===== config.mk =====
export PLATFORM = sky130hd
export DESIGN_NAME = i2s_rx
export DESIGN_NICKNAME = d
export VERILOG_FILES = /design/src/rtl/i2s_rx.sv
export SDC_FILE = /design/constraint.sdc
export NUM_CORES = 1
export LEC_CHECK = 0
export CAP_MARGIN = 5
export CORE_MARGIN = 4
export CORE_UTILIZATION = 55
export CTS_CLUSTER_DIAMETER = 30
export DETAILED_ROUTE_END_ITERATION = 16
export HOLD_SLACK_MARGIN = 0.1
export PLACE_DENSITY_LB_ADDON = 0.1
export SKIP_LAST_GASP = 1
export SLEW_MARGIN = 20
export SYNTH_ARGS = -nofsm -noshare
export SYNTH_HDL_FRONTEND = slang
export SYNTH_SLANG_ARGS = --single-unit

===== constraint.sdc =====
create_clock -name clk_sys -period 5.95 [get_ports clk_sys]
set_input_delay 0.595 -clock clk_sys [delete_from_list [all_inputs] [get_ports clk_sys]]
set_output_delay 0.595 -clock clk_sys [all_outputs]
set_load 0.02 [all_outputs]

===== src/rtl/i2s_rx.sv =====
`default_nettype none
// ============================================================================
// Module   : i2s_rx
// Desc     : I2S receiver. sclk, lrclk and sdata are oversampled on clk_sys
//            through 2-flop synchronizers. One (lr, data) pair is sampled on
//            each detected sclk rise. WIDTH-bit left/right words are captured
//            MSB first with the standard one-bit I2S delay and presented as a
//            pair with a one-cycle valid strobe.
//            Optional macro I2S_RX_ERR_EN adds a short-slot error strobe and
//            a saturating 8-bit error counter. When the macro is undefined,
//            err and err_cnt are tied low.
// Revision : 1.0 - initial release
// ============================================================================
module i2s_rx #(
  parameter int WIDTH    = 16,
  parameter int CLK_RATE = 96000000
) (
  input  logic             clk_sys,
  input  logic             reset,
  input  logic             sclk,
  input  logic             lrclk,
  input  logic             sdata,
  output logic [WIDTH-1:0] left_chan,
  output logic [WIDTH-1:0] right_chan,
  output logic             valid,
  output logic             err,
  output logic [7:0]       err_cnt
);

  localparam logic [5:0] c_WIDTH   = 6'(WIDTH);
  localparam logic [5:0] c_CNT_MAX = 6'd63;

  typedef enum logic [1:0] {
    S_SYNC  = 2'd0,
    S_LEFT  = 2'd1,
    S_RIGHT = 2'd2
  } state_t;

  // Synchronizer chains and previous-sclk for edge detection
  logic             r_sclk_s1, r_sclk_s2, r_sclk_prev;
  logic             r_lr_s1, r_lr_s2;
  logic             r_sd_s1, r_sd_s2;

  state_t           r_state, w_state_next;
  logic [5:0]       r_cnt, w_cnt_inc;
  logic [WIDTH-1:0] r_shift, w_word, r_hold, r_left, r_right;
  logic             r_lr_prev;
  logic             r_valid;

  logic             w_rise;
  logic             w_start_left;
  logic             w_close_left;
  logic             w_close_right;
  logic             w_restart;

  // CLK_RATE is informational only; nothing in the datapath depends on it
  logic             w_unused;
  assign w_unused = (CLK_RATE != 0);

  // Bring the asynchronous I2S pins into the clk_sys domain
  always_ff @(posedge clk_sys or posedge reset) begin
    if (reset) begin
      r_sclk_s1   <= 1'b0;
      r_sclk_s2   <= 1'b0;
      r_sclk_prev <= 1'b0;
      r_lr_s1     <= 1'b0;
      r_lr_s2     <= 1'b0;
      r_sd_s1     <= 1'b0;
      r_sd_s2     <= 1'b0;
    end else begin
      r_sclk_s1   <= sclk;
      r_sclk_s2   <= r_sclk_s1;
      r_sclk_prev <= r_sclk_s2;
      r_lr_s1     <= lrclk;
      r_lr_s2     <= r_lr_s1;
      r_sd_s1     <= sdata;
      r_sd_s2     <= r_sd_s1;
    end
  end

  assign w_rise = r_sclk_s2 & ~r_sclk_prev;

  // Bit counter advance; sticks at 63 so long slots never alias short ones
  assign w_cnt_inc = (r_cnt == c_CNT_MAX) ? r_cnt : (r_cnt + 6'd1);

  // Current slot word with the sampled bit dropped into slot position
  // WIDTH-1-cnt; bits past WIDTH match no position and fall away
  always_comb begin
    w_word = r_shift;
    for (int i = 0; i < WIDTH; i++) begin
      if (r_cnt == 6'(WIDTH - 1 - i)) begin
        w_word[i] = r_sd_s2;
      end
    end
  end

  // FSM state register
  always_ff @(posedge clk_sys or posedge reset) begin
    if (reset) begin
      r_state <= S_SYNC;
    end else begin
      r_state <= w_state_next;
    end
  end

  // FSM next state and slot boundary decode, evaluated only on sclk rises
  always_comb begin
    w_state_next  = r_state;
    w_start_left  = 1'b0;
    w_close_left  = 1'b0;
    w_close_right = 1'b0;
    if (w_rise) begin
      case (r_state)
        S_SYNC: begin
          if (r_lr_prev && !r_lr_s2) begin
            w_state_next = S_LEFT;
            w_start_left = 1'b1;
          end
        end
        S_LEFT: begin
          if (r_lr_s2) begin
            w_state_next = S_RIGHT;
            w_close_left = 1'b1;
          end
        end
        S_RIGHT: begin
          if (!r_lr_s2) begin
            w_state_next  = S_LEFT;
            w_close_right = 1'b1;
          end
        end
        default: begin
          w_state_next = S_SYNC;
        end
      endcase
    end
  end

  // A fresh slot starts empty, so a short slot closes already zero-filled
  assign w_restart = (r_state == S_SYNC) | w_start_left | w_close_left | w_close_right;

  // Slot assembly, left hold and paired output presentation
  always_ff @(posedge clk_sys or posedge reset) begin
    if (reset) begin
      r_lr_prev <= 1'b0;
      r_cnt     <= 6'd0;
      r_shift   <= '0;
      r_hold    <= '0;
      r_left    <= '0;
      r_right   <= '0;
      r_valid   <= 1'b0;
    end else begin
      r_valid <= 1'b0;
      if (w_rise) begin
        r_lr_prev <= r_lr_s2;
        if (w_restart) begin
          r_cnt   <= 6'd0;
          r_shift <= '0;
        end else begin
          r_cnt   <= w_cnt_inc;
          r_shift <= w_word;
        end
        if (w_close_left) begin
          r_hold <= w_word;
        end
        if (w_close_right) begin
          r_left  <= r_hold;
          r_right <= w_word;
          r_valid <= 1'b1;
        end
      end
    end
  end

  assign left_chan  = r_left;
  assign right_chan = r_right;
  assign valid      = r_valid;

`ifdef I2S_RX_ERR_EN
  logic       w_short;
  logic       r_err;
  logic [7:0] r_err_cnt;

  // The closing bit is counted first, then the total is compared to WIDTH
  assign w_short = (w_close_left | w_close_right) & (w_cnt_inc < c_WIDTH);

  // Short-slot strobe alongside the slot close; counter saturates at 255
  always_ff @(posedge clk_sys or posedge reset) begin
    if (reset) begin
      r_err     <= 1'b0;
      r_err_cnt <= 8'd0;
    end else begin
      r_err <= w_short;
      if (w_short && (r_err_cnt != 8'hFF)) begin
        r_err_cnt <= r_err_cnt + 8'd1;
      end
    end
  end

  assign err     = r_err;
  assign err_cnt = r_err_cnt;
`else
  assign err     = 1'b0;
  assign err_cnt = 8'd0;
`endif

endmodule
`default_nettype wire


Yosys cells after proc, flatten, opt, wreduce, memory -nomap -nowiden

Index checks and enable logic that the tools add are counted.
Widths: inputs -> output; s select.

Bits of input ports: 5
Logic and storage cells: 85
Register bits: 81
Output and inout port bits: 42

Reductions and logical operators: 8
Add/sub/neg operators: 1
Bitwise operators: 5
Multiplexer cells: 34
Equal/unequal tests: 22

Operators by type and width:

| kind                | count |
|---|---|
| $eq 6x4->1 const B  | 8 |
| $mux 1              | 27 |
| $eq 6x3->1 const B  | 4 |
| $mux 16             | 1 |
| $eq 6x2->1 const B  | 2 |
| $mux 6              | 2 |
| $ne 2x2->1 const B  | 4 |
| $add 6x1->6 const B | 1 |
| $eq 6x1->1 const B  | 1 |
| $eq 6x6->1 const B  | 1 |
| $logic_not 6->1     | 1 |
| $mux 2              | 3 |
| $pmux 2 s3          | 1 |
| $reduce_and 2->1    | 3 |
| $reduce_and 4->1    | 1 |
| $or 1x1->1          | 3 |
| $eq 2x1->1 const B  | 1 |
| $eq 2x2->1 const B  | 1 |
| $logic_not 2->1     | 1 |
| $and 1x1->1         | 1 |
| $logic_and 1x1->1   | 1 |
| $logic_not 1->1     | 1 |
| $not 1->1           | 1 |

Depth between registers and ports, before layout

Depth after elaboration: 10
Gate-level depth with buffers: 7
Gate-level depth less buffers: 5

Least setup slack after synthesis

OpenSTA, ideal clock, no wires.

Kind: register to register
From: register r_cnt[0]
To: register r_cnt[1]
Path buffers: 1
Clock period less this slack: 1.522 ns
Setup slack: 4.428 ns
Stages on the path, launching flop included: 7
Library setup time: 0.127 ns
Required time: 5.823 ns
Data arrival time: 1.396 ns
Path through: dfrtp_1 ha_1 clkbuf_1 nand4_1 o211a_1 a22oi_1 o21ai_1

Longest elaborated chain between the ends: 3
Elaborated cells between the ends (all ways): 6
Classes of those cells: add/sub: 1; eq/ne: 2; mux: 2; reduce/logical: 1

Ends and longest elaborated chain:

| element                                           | RTL line | text |
|---|---|---|
| from (decl)                                       | 45       | `logic [5:0] r_cnt, w_cnt_inc;` |
| from (signal assigned)                            | 160      | `r_cnt <= w_cnt_inc;` |
| $add 6x1->6 / $eq 6x6->1 (equally long branches)  | 84       | `assign w_cnt_inc = (r_cnt == c_CNT_MAX) ? r_cnt : (r_cnt + 6'd1);` |
| $mux 6 / $ne 2x2->1 (equally long branches)       | -        |  |
| $mux 6 / $reduce_and 2->1 (equally long branches) | -        |  |

Parallel ways exist; a longest one is shown, timed or not. The select of a mux whose other input is x is not followed.
A chain may end at the register's enable or synchronous reset.

Worst setup path after layout

From: register r_sclk_prev
To: register r_shift[11]

Longest elaborated chain between the ends: 7
Elaborated cells between the ends (all ways): 9
Classes of those cells: mux: 4; bitwise: 5

Ends and longest elaborated chain:

| element                 | RTL line | text |
|---|---|---|
| from (decl)             | 40       | `logic r_sclk_s1, r_sclk_s2, r_sclk_prev;` |
| from (signal assigned)  | 73       | `r_sclk_prev <= r_sclk_s2;` |
| $not 1->1 (*)           | 81       | `assign w_rise = r_sclk_s2 & ~r_sclk_prev;` |
| $and 1x1->1 (*)         | 81       |  |
| $mux 1                  | 112      | `if (w_rise) begin` |
| $or 1x1->1 (3 in a row) | 140      | `assign w_restart = (r_state == S_SYNC) \| w_start_left \| w_close_left \| w_close_right;` |
| $mux 16                 | 156      | `if (w_restart) begin` |
| to (signal assigned)    | 161      | `r_shift <= w_word;` |
| to (decl)               | 46       | `logic [WIDTH-1:0] r_shift, w_word, r_hold, r_left, r_right;` |

Every way passes the cells marked *; elsewhere a longest branch is shown, timed or not.

==> impl_metrics.ini <==
[sta]
finClkSkew_ns = 0.00869
finalCritPeriodShare_pct = 34.8
setup_viol = 0
holdWs_ns = 0.354
slew_headroom_pct = 34.7
max_freq_mhz = 483
hold_violations = 0
rsz0062_at_grt = false
period_needed_ns = 2.07
fin_setup_tns_ns = 0
slew_viol_final = 0
tightest_slew_ns = 0.979

[clock_tree]
cts_root_buf = clkbuf_8
clock_latency_ns = 0.34
cts_tree = yes
clkTransAtPathRegs_ns = 0.08
post_cts_buffers = 0
cts.path.max_buffers = 2
htreeDepth = 3
numCtsBuffers = 9
post_cts_resized = 0
hold_buffers = 0
cts_sinks = 81

[grt]
first_global_vias = 2352
grt_pass1_wl_um = 10800
gr-total-overflow = 0
grt_max_degree = 82
track_usage_pct = 17.8
antenna_found_initial = 0

[synthesis]
async_flop_share_pct = 100
seq_area_frac_synth_pct = 57.0
synth_common_cells = 87 x nand2_1, 81 x dfrtp_1, 38 x a21oi_1, 22 x nor2_1, 21 x inv_1
yosys.area.top_type = dfrtp_1
ys_types = 35
yosys_most_used_dff = dfrtp_1
netlist_area_um2 = 3560
yosysMostFrequentCell = nand2_1
avgSynthCellArea_um2 = 9.69
synth_cells = 367
netlist_top_cells_area = dfrtp_1 57%, nand2_1 9.2%, a21oi_1 5.3%
synth_top_area_share_pct = 57.0
synth_warnings = 0
ys_ff_latch = 81
synth-edff-count = 0

[finish]
fillers = 517
drive_gt1_share_pct = 7.50
antenna_cells = 0
ff_latch_area_um2 = 2030
multi_input_area_um2 = 1300
nets = 404
area_growth_pct = 17.0

[detailed_routing]
wl_per_cell_um = 13.7
viasPerCell = 5.25
top_layer = met4
num_vias = 2506
dr_wl_met3_um = 214
wl_um = 6520
postRouteAntennaNets = 0
wl_met2_um = 3000
drt_pass1_iterations = 4
drc = 0
m1WireLength_um = 3240
drtIter0Drc = 170

[floorplan]
fp-row-count = 29
fp.coreArea_um2 = 6310
design.die.area_um2 = 7820
die_w_um = 88.4
chipHeight_um = 88.4
start_util_pct = 56.3
pin_count = 47

[setup_path]
cp-start-kind = register
worstPathRequired_ns = 6.20
critPathKind = register to register
worstSetupEndpointType = register
cp.arrival_ns = 2.32
crit_fanout = 16

[power]
intPower_w = 0.00122
seq_power_share_pct = 44.1
power.share.switching_pct = 33.3
total_leakage_power_nw = 1.95
switchingPower_w = 0.000609
pwr-share-comb_pct = 29.2
clkPwrFrac_pct = 26.7
p_per_area_nw_per_um2 = 440
ir_worst_vdd_uv = 249

[placement]
gp_congestion = 0.768
io_buffers = 37
post-dp-hpwl_um = 4190

[status]
outcome = finished, final reports clean

[flow_run]
maxCapViolCount = 0

[min_path]
hold_path_class = register to register
## placed cells by master (no fill, tap or decap), drive strengths merged
master         count
conb               9
o22a               1
o22ai             16
nand4              3
a41oi              2
nor2              22
a311oi             1
dfrtp             81
nand3              1
nor3               1
mux2i             17
a211oi             1
o21ai             22
and4bb             1
clkinv             3
and4               3
nand2             87
a22oi              1
clkbuf            10
a31oi              1
a21oi             38
a22o               1
bufinv             3
inv               22
nor4b              3
o211a              1
nor4               1
nand2b             1
buf                4
ha                 4
nor2b              1
clkdlybuf4s50     37
mux2               1
## per-layer routing
metal	up-vias	global-route usage, %
met4	0	5.77
met3	4	4.75
li1	1265	-
met1	1193	24.2
met2	44	28.0
met5	-	0
## sequential cells by signal (all words and copies together) (netlist names)
register	count
r_cnt	6
r_sd_s2	1
r_lr_s1	1
r_lr_s2	1
r_sclk_s2	1
r_shift	16
r_sd_s1	1
right_chan	16
left_chan	16
r_hold	16
r_sclk_s1	1
r_state	2
r_lr_prev	1
valid	1
r_sclk_prev	1
## critical path: stages, from the launching register on
cell and delay (ns):
dfrtp_1 0.41, nor2b_1 0.75, nand3_2 0.51, o22ai_1 0.31
## power groups by stage
stage | Combinational (W) | Clock, W | Sequential, W
3_3_place_gp | 0.000528 | 0 | 0.000810
5_1_grt | 0.000594 | 0.000525 | 0.000828
4_1_cts | 0.000541 | 0.000501 | 0.000807
2_1_floorplan | 0.000296 | 0 | 0.000855
6_report | 0.000536 | 0.000489 | 0.000807
3_5_place_dp | 0.000538 | 0 | 0.000817
## cell families (layout without fill, tap and decap cells)
family	Yosys count	count (layout)	share of synthesized area, %
fa+ha+maj	4	4	1.41
other cells	1	9	0.105
buf+inv	54	79	7.21
compound gates	85	85	13.5
flops	81	81	57.0
simple gates	124	124	15.7
mux	18	18	5.10
## cell type report
type | count | share of cell area (%)
tap | 77 | 2.32
clock buffer | 10 | 3.31
timing repair buffer | 41 | 9.62
clock inverter | 6 | 2.71
sequential | 81 | 48.7
inverter | 22 | 2.01
multi-input combinational | 240 | 31.3
## path summary, 6_finish.rpt
kind	start	endpoint	slack [ns]	cells past startpoint
worst max-delay path	r_sclk_prev$_DFF_PP0_	r_shift[11]$_DFFE_PP0P_	3.88	3
worst min-delay path	r_sclk_s1$_DFF_PP0_	r_sclk_s2$_DFF_PP0_	0.35	0
worst max register to register	r_sclk_prev$_DFF_PP0_	r_shift[11]$_DFFE_PP0P_	3.88	3
worst min register to register	r_sclk_s1$_DFF_PP0_	r_sclk_s2$_DFF_PP0_	0.35	0
max in group asynchronous	reset	r_cnt[3]$_DFFE_PP0P_	4.44	3
min in group asynchronous	reset	right_chan[1]$_DFFE_PP0P_	0.87	3
## through the flow
step	total power (W)	area, um2	util, %	setup slack [ns]	cells
after floorplan	0.00115	3590	-	3.27	375
after global placement	0.00134	3910	62.0	3.98	461
after detailed placement	0.00135	3910	62.0	3.90	461
after CTS	0.00185	4160	65.9	3.87	477
after global routing	0.00195	4160	65.9	3.71	477
final	0.00183	4160	65.9	3.88	477
Power figures use the tool's default switching activity.
